`config.mk`:
```
export PLATFORM = sky130hd
export DESIGN_NAME = ram_port_arbiter
export DESIGN_NICKNAME = d
export VERILOG_FILES = /design/src/rtl/ram_arb_pkg.sv /design/src/rtl/rr_arbiter.sv /design/src/rtl/ram_port_arbiter.sv
export SDC_FILE = /design/constraint.sdc
export NUM_CORES = 1
export LEC_CHECK = 0
export CAP_MARGIN = 40
export CORE_UTILIZATION = 35
export DETAILED_ROUTE_END_ITERATION = 8
export HOLD_SLACK_MARGIN = 0.15
export PLACE_DENSITY_LB_ADDON = 0.25
export SLEW_MARGIN = 20
export SYNTH_ARGS = -nofsm -noshare
export SYNTH_HDL_FRONTEND = slang
export SYNTH_SLANG_ARGS = --single-unit
```
`constraint.sdc`:
```
create_clock -name clk -period 3.7 [get_ports clk]
set_input_delay 0.37 -clock clk [delete_from_list [all_inputs] [get_ports clk]]
set_output_delay 0.37 -clock clk [all_outputs]
set_load 0.005 [all_outputs]
```
`src/rtl/ram_arb_pkg.sv`:
```
// Shared constants and helpers for the RAM port arbiter.
// Optional feature macro: RAM_ARB_WR_BYPASS_EN (see ram_port_arbiter).
package ram_arb_pkg;

    localparam int RAM_ADDR_W = 3;
    localparam int RAM_DATA_W = 16;
    localparam int RAM_DEPTH  = 8;

    function automatic int clog2(input int n);
        int r;
        r = 0;
        while ((1 << r) < n) begin
            r = r + 1;
        end
        return r;
    endfunction

endpackage

```
`src/rtl/rr_arbiter.sv`:
```
// Round-robin arbiter: one-hot combinational grant, search
// starts at an internal pointer that moves past each winner.
module rr_arbiter
    import ram_arb_pkg::*;
#(
    parameter int N = 4,
    localparam int IW = (clog2(N) < 1) ? 1 : clog2(N)
) (
    input  logic          clk,
    input  logic          rst,
    input  logic [N-1:0]  req,
    output logic [N-1:0]  gnt,
    output logic [IW-1:0] gnt_id,
    output logic          gnt_any
);

    logic [IW-1:0] ptr;
    logic [IW-1:0] ptr_nxt;

    always_comb begin : search
        logic [IW:0]   s;
        logic [IW-1:0] idx;
        logic          found;
        gnt    = '0;
        gnt_id = '0;
        found  = 1'b0;
        s      = '0;
        idx    = '0;
        for (int k = 0; k < N; k++) begin
            s = {1'b0, ptr} + (IW+1)'(k);
            if (s >= (IW+1)'(N)) begin
                s = s - (IW+1)'(N);
            end
            idx = s[IW-1:0];
            if (!found && req[idx] && !rst) begin
                found    = 1'b1;
                gnt[idx] = 1'b1;
                gnt_id   = idx;
            end
        end
        gnt_any = found;
    end

    always_comb begin
        ptr_nxt = ptr;
        if (gnt_any) begin
            if (gnt_id == IW'(N - 1)) begin
                ptr_nxt = '0;
            end else begin
                ptr_nxt = gnt_id + 1'b1;
            end
        end
    end

    always_ff @(posedge clk) begin
        if (rst) begin
            ptr <= '0;
        end else begin
            ptr <= ptr_nxt;
        end
    end

endmodule

```
`src/rtl/ram_port_arbiter.sv`:
```
// Shares one dual-port RAM between NUM_REQ clients; write and read
// ports arbitrated independently. Macro: RAM_ARB_WR_BYPASS_EN.
module ram_port_arbiter
    import ram_arb_pkg::*;
#(
    parameter int NUM_REQ = 4,
    parameter int ID_W    = 2
) (
    input  logic                       clk,
    input  logic                       rst,
    input  logic [NUM_REQ-1:0]         wr_req,
    input  logic [NUM_REQ*3-1:0]       wr_addr_in,
    input  logic [NUM_REQ*16-1:0]      wr_data_in,
    output logic [NUM_REQ-1:0]         wr_gnt,
    input  logic [NUM_REQ-1:0]         rd_req,
    input  logic [NUM_REQ*3-1:0]       rd_addr_in,
    output logic [NUM_REQ-1:0]         rd_gnt,
    output logic                       rd_rsp_valid,
    output logic [ID_W-1:0]            rd_rsp_id,
    output logic [15:0]                rd_rsp_data,
    output logic                       ram_wr_en,
    output logic [2:0]                 ram_wr_addr,
    output logic [15:0]                ram_wr_data,
    output logic [2:0]                 ram_rd_addr,
    input  logic [15:0]                ram_rd_data
);

    logic [ID_W-1:0] wr_id;
    logic [ID_W-1:0] rd_id;
    logic            wr_any;
    logic            rd_any;

    rr_arbiter #(.N(NUM_REQ)) u_wr_arb (
        .clk     (clk),
        .rst     (rst),
        .req     (wr_req),
        .gnt     (wr_gnt),
        .gnt_id  (wr_id),
        .gnt_any (wr_any)
    );

    rr_arbiter #(.N(NUM_REQ)) u_rd_arb (
        .clk     (clk),
        .rst     (rst),
        .req     (rd_req),
        .gnt     (rd_gnt),
        .gnt_id  (rd_id),
        .gnt_any (rd_any)
    );

    // One-hot AND-OR muxes; all-zero when nothing is granted
    always_comb begin
        ram_wr_addr = '0;
        ram_wr_data = '0;
        ram_rd_addr = '0;
        for (int i = 0; i < NUM_REQ; i++) begin
            if (wr_gnt[i]) begin
                ram_wr_addr = wr_addr_in[RAM_ADDR_W*i +: RAM_ADDR_W];
                ram_wr_data = wr_data_in[RAM_DATA_W*i +: RAM_DATA_W];
            end
            if (rd_gnt[i]) begin
                ram_rd_addr = rd_addr_in[RAM_ADDR_W*i +: RAM_ADDR_W];
            end
        end
    end

    assign ram_wr_en = wr_any;

    always_ff @(posedge clk) begin
        if (rst) begin
            rd_rsp_valid <= 1'b0;
            rd_rsp_id    <= '0;
        end else begin
            rd_rsp_valid <= rd_any;
            if (rd_any) begin
                rd_rsp_id <= rd_id;
            end
        end
    end

`ifdef RAM_ARB_WR_BYPASS_EN
    logic        byp_hit;
    logic [15:0] byp_data;
    logic        collide;

    assign collide = wr_any && rd_any && (ram_wr_addr == ram_rd_addr);

    always_ff @(posedge clk) begin
        if (rst) begin
            byp_hit  <= 1'b0;
            byp_data <= '0;
        end else begin
            byp_hit  <= collide;
            byp_data <= collide ? ram_wr_data : '0;
        end
    end

    // RAM returns pre-write contents on collision; forward the new data
    assign rd_rsp_data = byp_hit ? byp_data : ram_rd_data;
`else
    assign rd_rsp_data = ram_rd_data;
`endif

endmodule
```
======== Word-level counts from Yosys, hierarchy flattened ========
Index checks and enable logic that the tools add are counted.
storage, ports and cells
  input port bits ......................... 114
  register bits ........................... 7
operators by class
  multiplexer cells ....................... 78
  eq/ne operators ......................... 2
  reductions and logical operators ........ 29
  order comparisons ....................... 24
  bitwise logic cells ..................... 6
  add/subtract/negate cells ............... 16
operators by type and width
  operator             count
  $mux 16              4
  $mux 2               18
  $mux 4               8
  $lt 2x3->1 const B   8
  $mux 1               24
  $mux 3               8
  $or 4x4->4           6
  $logic_and 1x1->1    22
  $ge 3x3->1 const B   6
  $bmux 1 s2           8
  $demux 1 s2          8
  $ge 2x1->1 const B   8
  $sub 2x1->2 const B  8
  $add 2x2->3 const B  4
  $logic_not 1->1      7
  $add 2x1->3 const B  2
  $ge 2x3->1 const B   2
  $add 2x1->2 const B  2
  $eq 2x2->1 const B   2

======== Longest topological paths before layout ========
Gate-level depths: netlist of the first run.
  depth after elaboration ................. 22
  mapped depth ............................ 12
  gate-level depth less buffers ........... 10

======== Modules after synthesis ========
From an unflattened synthesis of the first run, not the netlist that was laid out.
second synthesis, totals
  cells, all modules ...................... 236
  area total of the unflattened synthesis .. 1853.0 um^2
by module, submodules not included
  module                 cells each  area each (um^2)  instances  seq. area each (um^2)
  ram_port_arbiter       112         782.0             1          60.1
  rr_arbiter (u_wr_arb)  59          565.5             1          40.0
  rr_arbiter (u_rd_arb)  65          505.5             1          40.0

======== Least setup slack after synthesis of the first run ========
No wires, ideal clock.
  path type ............................... reg2out
  start point ............................. reg u_wr_arb.ptr[0]
  end point ............................... out ram_wr_addr[0]
  arrival ................................. 2.553 ns
  setup slack ............................. 0.777 ns
  stages on the path, launching flop included .. 13
  path buffers ............................ 4
  cells stage by stage .................... dfxtp_1 buf_6 inv_2 ha_1 buf_6 mux2_4 a32o_1 a311oi_2 a2bb2oi_2 buf_6 buf_2 nor2_1 o31ai_1
between the ends
  cells in the longest elaborated chain, start to end .. 22
  elaborated cells between the ends (all ways) .. 67
  classes of those cells .................. add/sub (7); order compare (12); mux (31); bitwise (3); reduce/logical (14)
ends and longest elaborated chain
  element                                               line                    text
  start: declaration                                    rr_arbiter.sv:17        logic [IW-1:0] ptr;
  start signal: assignment                              rr_arbiter.sv:59        ptr <= ptr_nxt;
  branches (longest 17 deep; another with $add 2x1->3)  -
  $mux 4 (*)                                            rr_arbiter.sv:35        if (!found && req[idx] && !rst) begin
  $mux 3 (3 in a row)                                   ram_port_arbiter.sv:57  if (wr_gnt[i]) begin
  $mux 3 (*)                                            ram_port_arbiter.sv:57
  end: declaration                                      ram_port_arbiter.sv:22  output logic [2:0] ram_wr_addr,
Mark *: on every way between the ends. The select of a mux whose other input is x is not followed.

======== Worst setup path in the final report of the first run ========
  start point ............................. in rst
  end point ............................... out ram_wr_data[8]
between the ends
  cells in the longest elaborated chain, start to end .. 19
  elaborated cells between the ends (all ways) .. 25
  classes of those cells .................. mux (11); bitwise (3); reduce/logical (11)
ends and longest elaborated chain
  element                         line                    text
  start: declaration              ram_port_arbiter.sv:10  input logic rst,
  $logic_not 1->1 (*)             rr_arbiter.sv:35
  $logic_and 1x1->1               rr_arbiter.sv:35
  $mux 1                          rr_arbiter.sv:35
  $logic_not 1->1                 rr_arbiter.sv:35
  $logic_and 1x1->1 (2 in a row)  rr_arbiter.sv:35
  $mux 1                          rr_arbiter.sv:35
  $logic_not 1->1                 rr_arbiter.sv:35
  $logic_and 1x1->1 (2 in a row)  rr_arbiter.sv:35
  $mux 1                          rr_arbiter.sv:35
  $logic_not 1->1                 rr_arbiter.sv:35
  $logic_and 1x1->1 (2 in a row)  rr_arbiter.sv:35
  $mux 4 (*)                      rr_arbiter.sv:35
  $mux 16 (3 in a row)            ram_port_arbiter.sv:57
  $mux 16 (*)                     ram_port_arbiter.sv:57
  end: declaration                ram_port_arbiter.sv:23  output logic [15:0] ram_wr_data,
Every way passes the cells marked *; elsewhere a longest branch is shown, timed or not.

==> impl_results.md, run 1 <==
- Post-synth EDFFs: 0
- Hold Crit Class: register to register
- Crit path kind: input port to output port
- GP Congestion: 0.862
- CTS tree: yes
- Pin count of the biggest net entering global routing: 21
- Final hold slack: 0.510 ns
- Seq/Total Area, Yosys: 0.0541
- Die Span X: 88.0 um
- Core area: 0.00698 mm^2
- Number of max-cap violations: 0
- Rows: 30
- Clock slew seen by the registers of the worst setup and hold paths: 0.04 ns
- Buffers on Ports: 131
- Top cell type's share of synthesized area: 0.0643
- Final worst-path cycle share: 0.947
- Pwr dens: 542 mW/mm^2
- Mapped Area: 0.00259 mm^2
- Setup crit end kind: output port
- CTS root buf: clkbuf_8
- Starting density of the core: 0.371
- VDD IR max: 462 uV
- Vias: 3117
- Post-synth top flop: dfxtp_1
- Most frequent cell after synthesis: nor2_1
- Number of global-route vias before repair: 2769
- Clk sinks: 7
- Placed Cells: 554
- Nets: 592
- Setup Skew: 0.00567 ns
- Latest clock arrival within the worst-skew pair: 0.23 ns
- Worst-Margin Slew: 0.531 ns
- Fmax: 0.285 GHz
- Max Slew Vio Count: 0
- Leakage: 1.65 nW
- Syn nets: 487
- Routed len/inst: 16.0 um
- Routed WL: 9.00 mm
- DIE AREA: 0.00775 mm^2
- H-Tree Level Count: 1
- DR pass1 iterations: 4
- Post-Syn Instances: 361
- Initial antenna violation count: 0
- Run status: completed
- Critical path peak fanout: 9
- Critical path launch point type: input port
- Commonest cells post-synth: nor2_1 (32), inv_1 (31), o21ai_0 (25), a31oi_1 (21), o31ai_1 (21)
- Synth Register Bits: 7
- Drt first-iter violations: 159
- Pre-CTS setup slack: 0.158 ns
- Die Ht: 88.0 um
- Synth Area per Inst: 7.17 um^2
- Diode count: 0
- DRC Markers: 0
- RSZ-0062 raised after global routing: false
- I/O pin count: 164
- Layout area overhead: 53.7%
- GRT Residual Overflow: 0
- Slew margin rel.: 0.643
- Cell variety after synth: 60
- Count of final setup violators: 0
- Setup slack after layout: 0.197 ns
- Synth area leaders: a311oi_1 (6.4%), o31ai_1 (6.1%), ha_1 (5.8%)
- Dpl cell area: 0.00383 mm^2
- CTS Buf Count: 3
- Design area: 0.00398 mm^2
- Leading area contributor after synthesis: a311oi_1
- All-layer global routing usage: 0.213
- First-pass GRT wire length: 13.4 mm
- Total negative slack: 0 ns
- Ratio of cells with drive above 1 in the final layout: 0.116
- Tmin final: 3.50 ns
- Max clock buf depth: 2
- Final cell count without fillers: 561
- Routed Antenna Nets: 0
- Crit path DAT: 3.13 ns
- Utilization after layout: 0.570
- Post-DP HPWL: 6.85 mm
- YS warnings: 0
- Req. time, crit path: 3.33 ns
- Via density: 5.56
- Overall Power: 2.16 mW
- Ys async rst share: 0
- Final hold vios: 0
==> critical path, cell delays in order <==
cell             delay (ns)
clkdlybuf4s50_1        0.55
or2_1                  0.32
o22a_1                 0.27
buf_4                  0.19
nor2_1                 0.12
a2bb2oi_2              0.19
buf_4                  0.14
clkbuf_4               0.19
nor2_1                 0.05
o31ai_1                0.20
clkdlybuf4s50_1        0.54
==> cells by family (layout without fill, tap and decap cells) <==
family                     after synthesis  count (layout)  synth area share
DFF                                      7               7            0.0541
adders and majority gates               12              12            0.0580
buffers and inverters                   82             186             0.182
muxes                                   18              18            0.0884
and+or+nand+nor                        115             115             0.248
AOI/OAI and AO/OA                      127             127             0.370
==> timing repair <==
item	in CTS	in global routing
gates resized for setup	0	20
hold buffers	0	0
endpoints found under the setup margin	0	17
setup buffers	0	2
endpoints found under the hold margin	0	0
==> worst paths after layout <==
kind | from | to | slack (ns) | cells past startpoint
worst max-delay path | rst | ram_wr_data[8] | 0.20 | 11
worst min-delay path | rd_rsp_id[1]$_SDFFE_PP0P_ | rd_rsp_id[1]$_SDFFE_PP0P_ | 0.51 | 2
worst max register to register | u_rd_arb.ptr[1]$_SDFFE_PP0P_ | u_rd_arb.ptr[0]$_SDFFE_PP0P_ | 0.82 | 10
worst min register to register | rd_rsp_id[1]$_SDFFE_PP0P_ | rd_rsp_id[1]$_SDFFE_PP0P_ | 0.51 | 2
==> per-layer routing <==
layer,vias up,wire length (um),part of all wire,track usage
li1,1548,-,-,-
met1,1438,3870,0.43,0.269
met2,117,4390,0.49,0.378
met3,14,604,0.067,0.0273
met4,0,132,0.015,0.0601
met5,-,0,0,0
==> cell type report <==
| class | instances | area (um^2) |
|---|---|---|
| inverter | 32 | 120 |
| tap | 96 | 120 |
| sequential | 7 | 140 |
| fill | 657 | 3000 |
| multi-input combinational | 272 | 2050 |
| timing repair buffer | 150 | 1510 |
| clock buffer | 4 | 45.0 |
==> power by group <==
part | leakage, nW | internal [mW] | switching [mW] | total, mW
clock | 0.0228 | 0.0747 | 0.0355 | 0.110
sequential | 0.0581 | 0.0918 | 0.0108 | 0.103
combinational | 1.57 | 1.06 | 0.881 | 1.94
==> state kept, by name (all words and copies together), names as in the netlist <==
name,flops
rd_rsp_id,2
u_wr_arb.ptr,2
rd_rsp_valid,1
u_rd_arb.ptr,2
==> cells in the final DEF (no fill, tap or decap), types with 4 or more instances in the layout <==
cell type and count:
and3b_1 5, o31ai_1 21, nand3_1 13, nor3b_1 5, o21ai_0 25, ha_1 10, nand2_1 14, clkdlybuf4s50_1 125
and2_1 4, dfxtp_1 7, mux2i_1 10, a31oi_1 21, nor2b_1 12, a311oi_2 5, nor2_1 32, nand4_1 4
nand2b_1 6, dlymetal6s2s_1 6, buf_4 14, a21oi_1 6, inv_1 31, a311oi_1 16
Power figures use the tool's default switching activity.
==> inputs of run 2 (changes only) <==
--- a/config.mk
+++ b/config.mk
@@ -9,7 +9,7 @@
 export CORE_UTILIZATION = 35
 export DETAILED_ROUTE_END_ITERATION = 8
 export HOLD_SLACK_MARGIN = 0.15
-export PLACE_DENSITY_LB_ADDON = 0.25
+export PLACE_DENSITY = 0.83
 export SLEW_MARGIN = 20
 export SYNTH_ARGS = -nofsm -noshare
 export SYNTH_HDL_FRONTEND = slang
==> run 2 against run 1 <==
Compared with the run above: die area unchanged; clock skew about the same; sequential cell count unchanged; first-iteration DRC count unchanged; sequential share of layout area about the same; register-to-register slack got worse by 0.05 ns; hold slack got worse by 0.0014 ns; final cell count decreased by 0.36%; combinational power about the same; via count decreased by 1.0%; worst setup slack got worse by 0.049 ns.
==> impl_results.md, run 2 (same netlist as run 1, synthesis figures left out) <==
- Run status: completed (unchanged)
- Die Ht: 88.0 um (unchanged)
- Rows: 30 (unchanged)
- Via density: 5.52 (was 5.56)
- RSZ-0062 raised after global routing: false (unchanged)
- Latest clock arrival within the worst-skew pair: 0.23 ns (about the same)
- DR pass1 iterations: 7 (was 4)
- Post-DP HPWL: 6.64 mm (was 6.85 mm)
- Biggest registers after layout: rd_rsp_id: 2 flops, u_rd_arb.ptr: 2 flops, u_wr_arb.ptr: 2 flops (unchanged)
- Number of global-route vias before repair: 2778 (was 2769)
- Nets: 590 (was 592)
- Cells on worst reg2reg path: 10 (unchanged)
- CTS tree: yes (unchanged)
- Most frequent cells in the layout: clkdlybuf4s50_1 (129), nor2_1 (32), inv_1 (31) (was clkdlybuf4s50_1 (125), nor2_1 (32), inv_1 (31))
- Tmin final: 3.55 ns (was 3.50 ns)
- GP Congestion: 0.868 (was 0.862)
- Count of final setup violators: 0 (unchanged)
- Total negative slack: 0 ns (unchanged)
- Critical path peak fanout: 20 (was 9)
- Starting density of the core: 0.371 (unchanged)
- Core area: 0.00698 mm^2 (unchanged)
- R2R setup slack: 0.77 ns (was 0.82 ns)
- Layout area overhead: 52.3% (was 53.7%)
- Clock slew seen by the registers of the worst setup and hold paths: 0.04 ns (about the same)
- Pre-CTS setup slack: 0.0265 ns (was 0.158 ns)
- Post-CTS Repair Setup Buffers: 0 (unchanged)
- Buffers on Ports: 131 (unchanged)
- Diode count: 0 (unchanged)
- Ratio of cells with drive above 1 in the final layout: 0.114 (was 0.116)
- DIE AREA: 0.00775 mm^2 (unchanged)
- Final hold vios: 0 (unchanged)
- Hold Crit Class: register to register (unchanged)
- Pwr dens: 540 mW/mm^2 (was 542 mW/mm^2)
- Worst Hold Path Cells: 2 (unchanged)
- Placed Cells: 555 (was 554)
- Fmax: 0.282 GHz (was 0.285 GHz)
- Slew margin rel.: 0.615 (was 0.643)
- Pin count of the biggest net entering global routing: 21 (unchanged)
- Clk sinks: 7 (unchanged)
- Initial antenna violation count: 0 (unchanged)
- Crit path kind: register to output port (was input port to output port)
- Worst-Margin Slew: 0.572 ns (was 0.531 ns)
- Vias: 3085 (was 3117)
- CP Cell Sequence: inv_1 -> ha_4 -> mux2_4 -> a32o_1 -> mux2i_2 -> and3_1 -> buf_12 -> a311oi_1 -> o31ai_1 -> clkdlybuf4s50_1 (was clkdlybuf4s50_1 -> or2_1 -> o22a_1 -> buf_4 -> nor2_1 -> a2bb2oi_2 -> buf_4 -> clkbuf_4 -> nor2_1 -> o31ai_1 -> clkdlybuf4s50_1)
- Max Slew Vio Count: 0 (unchanged)
- First-pass GRT wire length: 13.0 mm (was 13.4 mm)
- Hold path start: rd_rsp_id[1]$_SDFFE_PP0P_ (unchanged)
- Slowest stage cell, crit path: clkdlybuf4s50_1 (unchanged)
- DRC Markers: 0 (unchanged)
- Critical path launch point type: register (was input port)
- Reg2reg start: u_rd_arb.ptr[1]$_SDFFE_PP0P_ (unchanged)
- Setup Skew: 0.00592 ns (was 0.00567 ns)
- Die Span X: 88.0 um (unchanged)
- Max clock buf depth: 2 (unchanged)
- Setup crit end kind: output port (unchanged)
- Leakage: 1.60 nW (was 1.65 nW)
- Req. time, crit path: 3.33 ns (about the same)
- I/O pin count: 164 (unchanged)
- Start point of the critical path: u_wr_arb.ptr[1]$_SDFFE_PP0P_ (was rst)
- Routed WL: 8.66 mm (was 9.00 mm)
- Final cell count without fillers: 559 (was 561)
- Worst reg2reg endpoint: u_rd_arb.ptr[0]$_SDFFE_PP0P_ (unchanged)
- Worst Hold End: rd_rsp_id[1]$_SDFFE_PP0P_ (unchanged)
- CTS root buf: clkbuf_8 (unchanged)
- Post-CTS Hold Buffers: 0 (unchanged)
- Drt first-iter violations: 159 (unchanged)
- H-Tree Level Count: 1 (unchanged)
- CTS Buf Count: 3 (unchanged)
- Routed len/inst: 15.5 um (was 16.0 um)
- Commonest non-fill, non-tap cell in the layout: clkdlybuf4s50_1 (unchanged)
- Number of max-cap violations: 0 (unchanged)
- Crit-path max cell delay: 0.56 ns (was 0.55 ns)
- Setup slack after layout: 0.148 ns (was 0.197 ns)
- All-layer global routing usage: 0.205 (was 0.213)
- Routed Antenna Nets: 0 (unchanged)
- Final worst-path cycle share: 0.960 (was 0.947)
- Crit path DAT: 3.18 ns (was 3.13 ns)
- VDD IR max: 457 uV (was 462 uV)
- GRT Residual Overflow: 0 (unchanged)
[run 2: changes by cell type in the layout (fill, tap and decap cells not counted), sizes merged]
| cell | change |
|---|---|
| clkdlybuf4s50 | +4 |
| dlymetal6s2s | -4 |
| buf | -1 |
| clkbuf | -1 |
[run 2: worst max-delay path: cells and delay by family (launching register included)]
| family | cells | cell delay (ns) |
|---|---|---|
| fa+ha+maj | 1 | 0.34 |
| simple gates | 1 | 0.23 |
| flops | 1 | 0.32 |
| mux | 2 | 0.51 |
| compound gates | 3 | 0.71 |
| buf+inv | 3 | 0.82 |
[run 2: repair_timing]
| action | CTS | global route |
|---|---|---|
| resized for setup | 0 | 14 |
| hold endpoints to repair | 0 | 0 |
| endpoints found under the setup margin | 0 | 22 |
[run 2: how the worst max path moves through the flow]
| stage | to | slack [ns] | cells past startpoint |
|---|---|---|---|
| 6_report | ram_wr_data[2] | 0.15 | 10 |
| 5_1_grt | ram_wr_addr[2] | 0.0008 | 11 |
| 4_1_cts | ram_wr_data[2] | 0.005 | 10 |
| 3_5_place_dp | ram_wr_data[2] | 0.03 | 9 |
| 3_3_place_gp | ram_wr_data[8] | 0.14 | 9 |
| 2_1_floorplan | ram_wr_addr[0] | 0.78 | 12 |
[run 2: power by group]
part	total, mW	internal, mW	switching (mW)
sequential	0.103	0.0919	0.0110
clock	0.106	0.0744	0.0320
combinational	1.92	1.04	0.875
[run 2: area by class of cell]
type                    instances  area (um^2)
repair buffers                148         1470
fillers                       636         3040
inverters                      32          120
clock buffers                   4         45.0
flip-flops and latches          7          140
multi-input cells             272         2050
well taps                      96          120
[run 2: routing by layer]
layer / share of wire / vias up / global-route usage
li1: - / 1542 / -
met1: 0.44 / 1409 / 0.264
met2: 0.49 / 120 / 0.367
met3: 0.062 / 14 / 0.0273
met4: 0.012 / 0 / 0.0367
met5: 0 / - / 0
[run 2: through the flow]
step	power, mW	utilization	hold WS (ns)	cell area, um^2
final	2.13	0.565	0.509	3940
after CTS	2.05	0.554	0.518	3870
after detailed placement	1.94	0.548	0.507	3830
after global routing	2.30	0.565	0.527	3940
after global placement	1.91	0.548	0.509	3830
after floorplan	1.19	-	0.496	2590
==> inputs of run 3 (changes only) <==
--- a/config.mk
+++ b/config.mk
@@ -5,11 +5,12 @@
 export SDC_FILE = /design/constraint.sdc
 export NUM_CORES = 1
 export LEC_CHECK = 0
+export ABC_AREA = 1
 export CAP_MARGIN = 40
 export CORE_UTILIZATION = 35
 export DETAILED_ROUTE_END_ITERATION = 8
 export HOLD_SLACK_MARGIN = 0.15
-export PLACE_DENSITY = 0.83
+export PLACE_DENSITY = 0.89
 export SLEW_MARGIN = 20
 export SYNTH_ARGS = -nofsm -noshare
 export SYNTH_HDL_FRONTEND = slang
==> run 3 against run 2 <==
Compared with the run above: global-route usage up 2.5 points; sequential cell count did not move; sequential share of layout area rose by 0.62 points; critical endpoint is now ram_wr_data[6]; largest power group unchanged; highest routed layer unchanged.
==> impl_results.md, run 3 <==
- Pwr dens: 812 mW/mm^2 (was 540 mW/mm^2)
- Buffers & Inverters on Critical Path: 4 (was 3)
- Ratio of cells with drive above 1 in the final layout: 0.110 (was 0.114)
- Max Slew Vio Count: 0 (unchanged)
- Run status: completed (unchanged)
- Layout area overhead: 60.9% (was 52.3%)
- CTS root buf: clkbuf_8 (unchanged)
- Routed WL: 7.56 mm (was 8.66 mm)
- RSZ-0062 raised after global routing: false (unchanged)
- Biggest registers after layout: rd_rsp_id: 2 flops, u_rd_arb.ptr: 2 flops, u_wr_arb.ptr: 2 flops (unchanged)
- CTS tree: yes (unchanged)
- Final hold vios: 0 (unchanged)
- Leakage: 1.62 nW (was 1.60 nW)
- Latest clock arrival within the worst-skew pair: 0.23 ns (about the same)
- Req. time, crit path: 3.33 ns (about the same)
- Crit path kind: register to output port (unchanged)
- Number of global-route vias before repair: 2813 (was 2778)
- Commonest cells post-synth: nand2_1 (118), a21oi_1 (47), inv_1 (43), nor2_1 (43), nand3_1 (40) (was nor2_1 (32), inv_1 (31), o21ai_0 (25), a31oi_1 (21), o31ai_1 (21))
- All-layer global routing usage: 0.230 (was 0.205)
- I/O pin count: 164 (unchanged)
- Most frequent cells in the layout: clkdlybuf4s50_1 (131), nand2_1 (118), a21oi_1 (47) (was clkdlybuf4s50_1 (129), nor2_1 (32), inv_1 (31))
- Nets: 636 (was 590)
- Starting density of the core: 0.362 (was 0.371)
- Mapped Area: 0.00214 mm^2 (was 0.00259 mm^2)
- Fillers: 577 (was 636)
- Core area: 0.00592 mm^2 (was 0.00698 mm^2)
- Setup Skew: 0.000342 ns (was 0.00592 ns)
- VDD IR max: 513 uV (was 457 uV)
- Clock slew seen by the registers of the worst setup and hold paths: 0.04 ns (about the same)
- Max clock buf depth: 2 (unchanged)
- Met3 routed WL: 523 um (was 539 um)
- GP Congestion: 0.896 (was 0.868)
- Die Span X: 80.3 um (was 88.0 um)
- Setup crit end kind: output port (unchanged)
- Post-Syn Instances: 398 (was 361)
- Synth Register Bits: 7 (unchanged)
- Tmin final: 3.38 ns (was 3.55 ns)
- WL met1: 2.89 mm (was 3.78 mm)
- DIE AREA: 0.00644 mm^2 (was 0.00775 mm^2)
- H-Tree Level Count: 1 (unchanged)
- Post-synth EDFFs: 0 (unchanged)
- Clk sinks: 7 (unchanged)
- Synth area leaders: nand2_1 (21%), a21oi_1 (11%), nand3_1 (9.3%) (was a311oi_1 (6.4%), o31ai_1 (6.1%), ha_1 (5.8%))
- Diode count: 0 (unchanged)
- Slowest stage cell, crit path: clkdlybuf4s50_1 (unchanged)
- Hold Crit Class: register to register (unchanged)
- Leading area contributor after synthesis: nand2_1 (was a311oi_1)
- Initial antenna violation count: 0 (unchanged)
- Ys async rst share: 0 (unchanged)
- Count of final setup violators: 0 (unchanged)
- Routed len/inst: 12.9 um (was 15.5 um)
- YS warnings: 0 (unchanged)
- First-pass GRT wire length: 11.9 mm (was 13.0 mm)
- CP Cell Sequence: inv_1 -> ha_1 -> inv_1 -> nand3_1 -> nand2_1 -> nor2_4 -> nand3_1 -> nand2_1 -> nor2_1 -> nand2_2 -> buf_4 -> a21oi_1 -> nand2_1 -> a21oi_2 -> clkdlybuf4s50_1 (was inv_1 -> ha_4 -> mux2_4 -> a32o_1 -> mux2i_2 -> and3_1 -> buf_12 -> a311oi_1 -> o31ai_1 -> clkdlybuf4s50_1)
- Drt first-iter violations: 152 (was 159)
- DR pass1 iterations: 4 (was 7)
- Crit path max-delay family: buffers and inverters (unchanged)
- Final worst-path cycle share: 0.915 (was 0.960)
- Total negative slack: 0 ns (unchanged)
- Most common cell on crit path: nand2_1
- Via density: 5.09 (was 5.52)
- Crit path DAT: 3.01 ns (was 3.18 ns)
- Critical path peak fanout: 14 (was 20)
- Post-synth top flop: dfxtp_1 (unchanged)
- Vias: 2970 (was 3085)
- DR top layer: met4 (unchanged)
- Syn nets: 524 (was 487)
- Synth Area per Inst: 5.39 um^2 (was 7.17 um^2)
- Final hold slack: 0.473 ns (was 0.509 ns)
- DRC Markers: 0 (unchanged)
- Buffers on Ports: 131 (unchanged)
- Seq/Total Area, Yosys: 0.0653 (was 0.0541)
- Top cell type's share of synthesized area: 0.207 (was 0.0643)
- GRT Residual Overflow: 0 (unchanged)
- Routed Antenna Nets: 0 (unchanged)
- Fmax: 0.296 GHz (was 0.282 GHz)
- Rows: 28 (was 30)
- Post-DP HPWL: 5.99 mm (was 6.64 mm)
- Slew margin rel.: 0.747 (was 0.615)
- Pin count of the biggest net entering global routing: 40 (was 21)
- Number of max-cap violations: 0 (unchanged)
- CTS Buf Count: 3 (unchanged)
- Worst-Margin Slew: 0.379 ns (was 0.572 ns)
- Post-CTS Hold Buffers: 0 (unchanged)
- Crit-path max cell delay: 0.53 ns (was 0.56 ns)
- Cell variety after synth: 22 (was 60)
- Die Ht: 80.3 um (was 88.0 um)
- Most frequent cell after synthesis: nand2_1 (was nor2_1)
- Commonest non-fill, non-tap cell in the layout: clkdlybuf4s50_1 (unchanged)
- Wire length on met2: 4.02 mm (was 4.24 mm)
- Critical path launch point type: register (unchanged)
-- run 3: changes by cell type in the layout (fill, tap and decap cells not counted), sizes merged, moves of 15 or more --
| cell | change |
|---|---|
| a21oi | +60 |
| o31ai | -22 |
| nand3 | +32 |
| o21ai | -15 |
| a311oi | -21 |
| nand2 | +108 |
| inv | +16 |
| a31oi | -21 |
| nor2 | +17 |
-- run 3: final timing paths --
kind,from,endpoint,slack [ns],cells past startpoint
setup / recovery,u_wr_arb.ptr[1]$_SDFFE_PP0P_,ram_wr_data[6],0.32,15
hold / removal,rd_rsp_id[0]$_SDFFE_PP0P_,rd_rsp_id[0]$_SDFFE_PP0P_,0.47,2
setup reg to reg,u_rd_arb.ptr[1]$_SDFFE_PP0P_,u_rd_arb.ptr[1]$_SDFFE_PP0P_,1.08,12
hold reg to reg,rd_rsp_id[0]$_SDFFE_PP0P_,rd_rsp_id[0]$_SDFFE_PP0P_,0.47,2
-- run 3: final cells by class --
type / instances / area [um^2] / share of cell area
clock buffer: 3 / 41.3 / 0.0120
clock inverter: 1 / 5.00 / 0.00145
inverter: 48 / 183 / 0.0530
multi-input combinational: 312 / 1600 / 0.464
sequential: 7 / 144 / 0.0417
tap: 75 / 93.8 / 0.0272
timing repair buffer: 138 / 1380 / 0.401
-- run 3: repair_timing --
action	in CTS	in global routing
buffers inserted	0	2
resized for setup	0	9
setup endpoints to repair	0	21
-- run 3: power breakdown --
part / internal, mW / switching (mW) / total, mW
Clock: 0.0730 / 0.0346 / 0.108
Combinational: 1.25 / 1.29 / 2.54
Sequential: 0.111 / 0.0412 / 0.153
-- run 3: cell families after synthesis --
family / after synthesis / share of synthesized area
buffers and inverters: 79 / 0.193
adders and majority gates: 12 / 0.0700
AOI/OAI and AO/OA: 79 / 0.224
DFF: 7 / 0.0653
and+or+nand+nor: 221 / 0.448
-- run 3: per-stage QoR --
step           area [um^2]   util  instances  power [mW]  setup WS (ns)
3_3_place_gp          3370  0.569        578        2.57          0.451
2_1_floorplan         2140      -        398        1.63           1.30
6_report              3450  0.583        584        2.80          0.316
4_1_cts               3410  0.577        582        2.76          0.158
5_1_grt               3450  0.583        584        3.14         0.0263
3_5_place_dp          3370  0.569        578        2.64          0.411
-- run 3: tightest hold or removal path, stage by stage, from the launching register on --
cell     delay, ns
dfxtp_1       0.31
nand2_1       0.06
a21oi_1       0.06
-- run 3: routing by layer --
layer  vias up  global-route usage
met1      1352               0.224
met5         -                   0
met4         0              0.0661
li1       1489                   -
met2       117               0.466
met3        12              0.0602
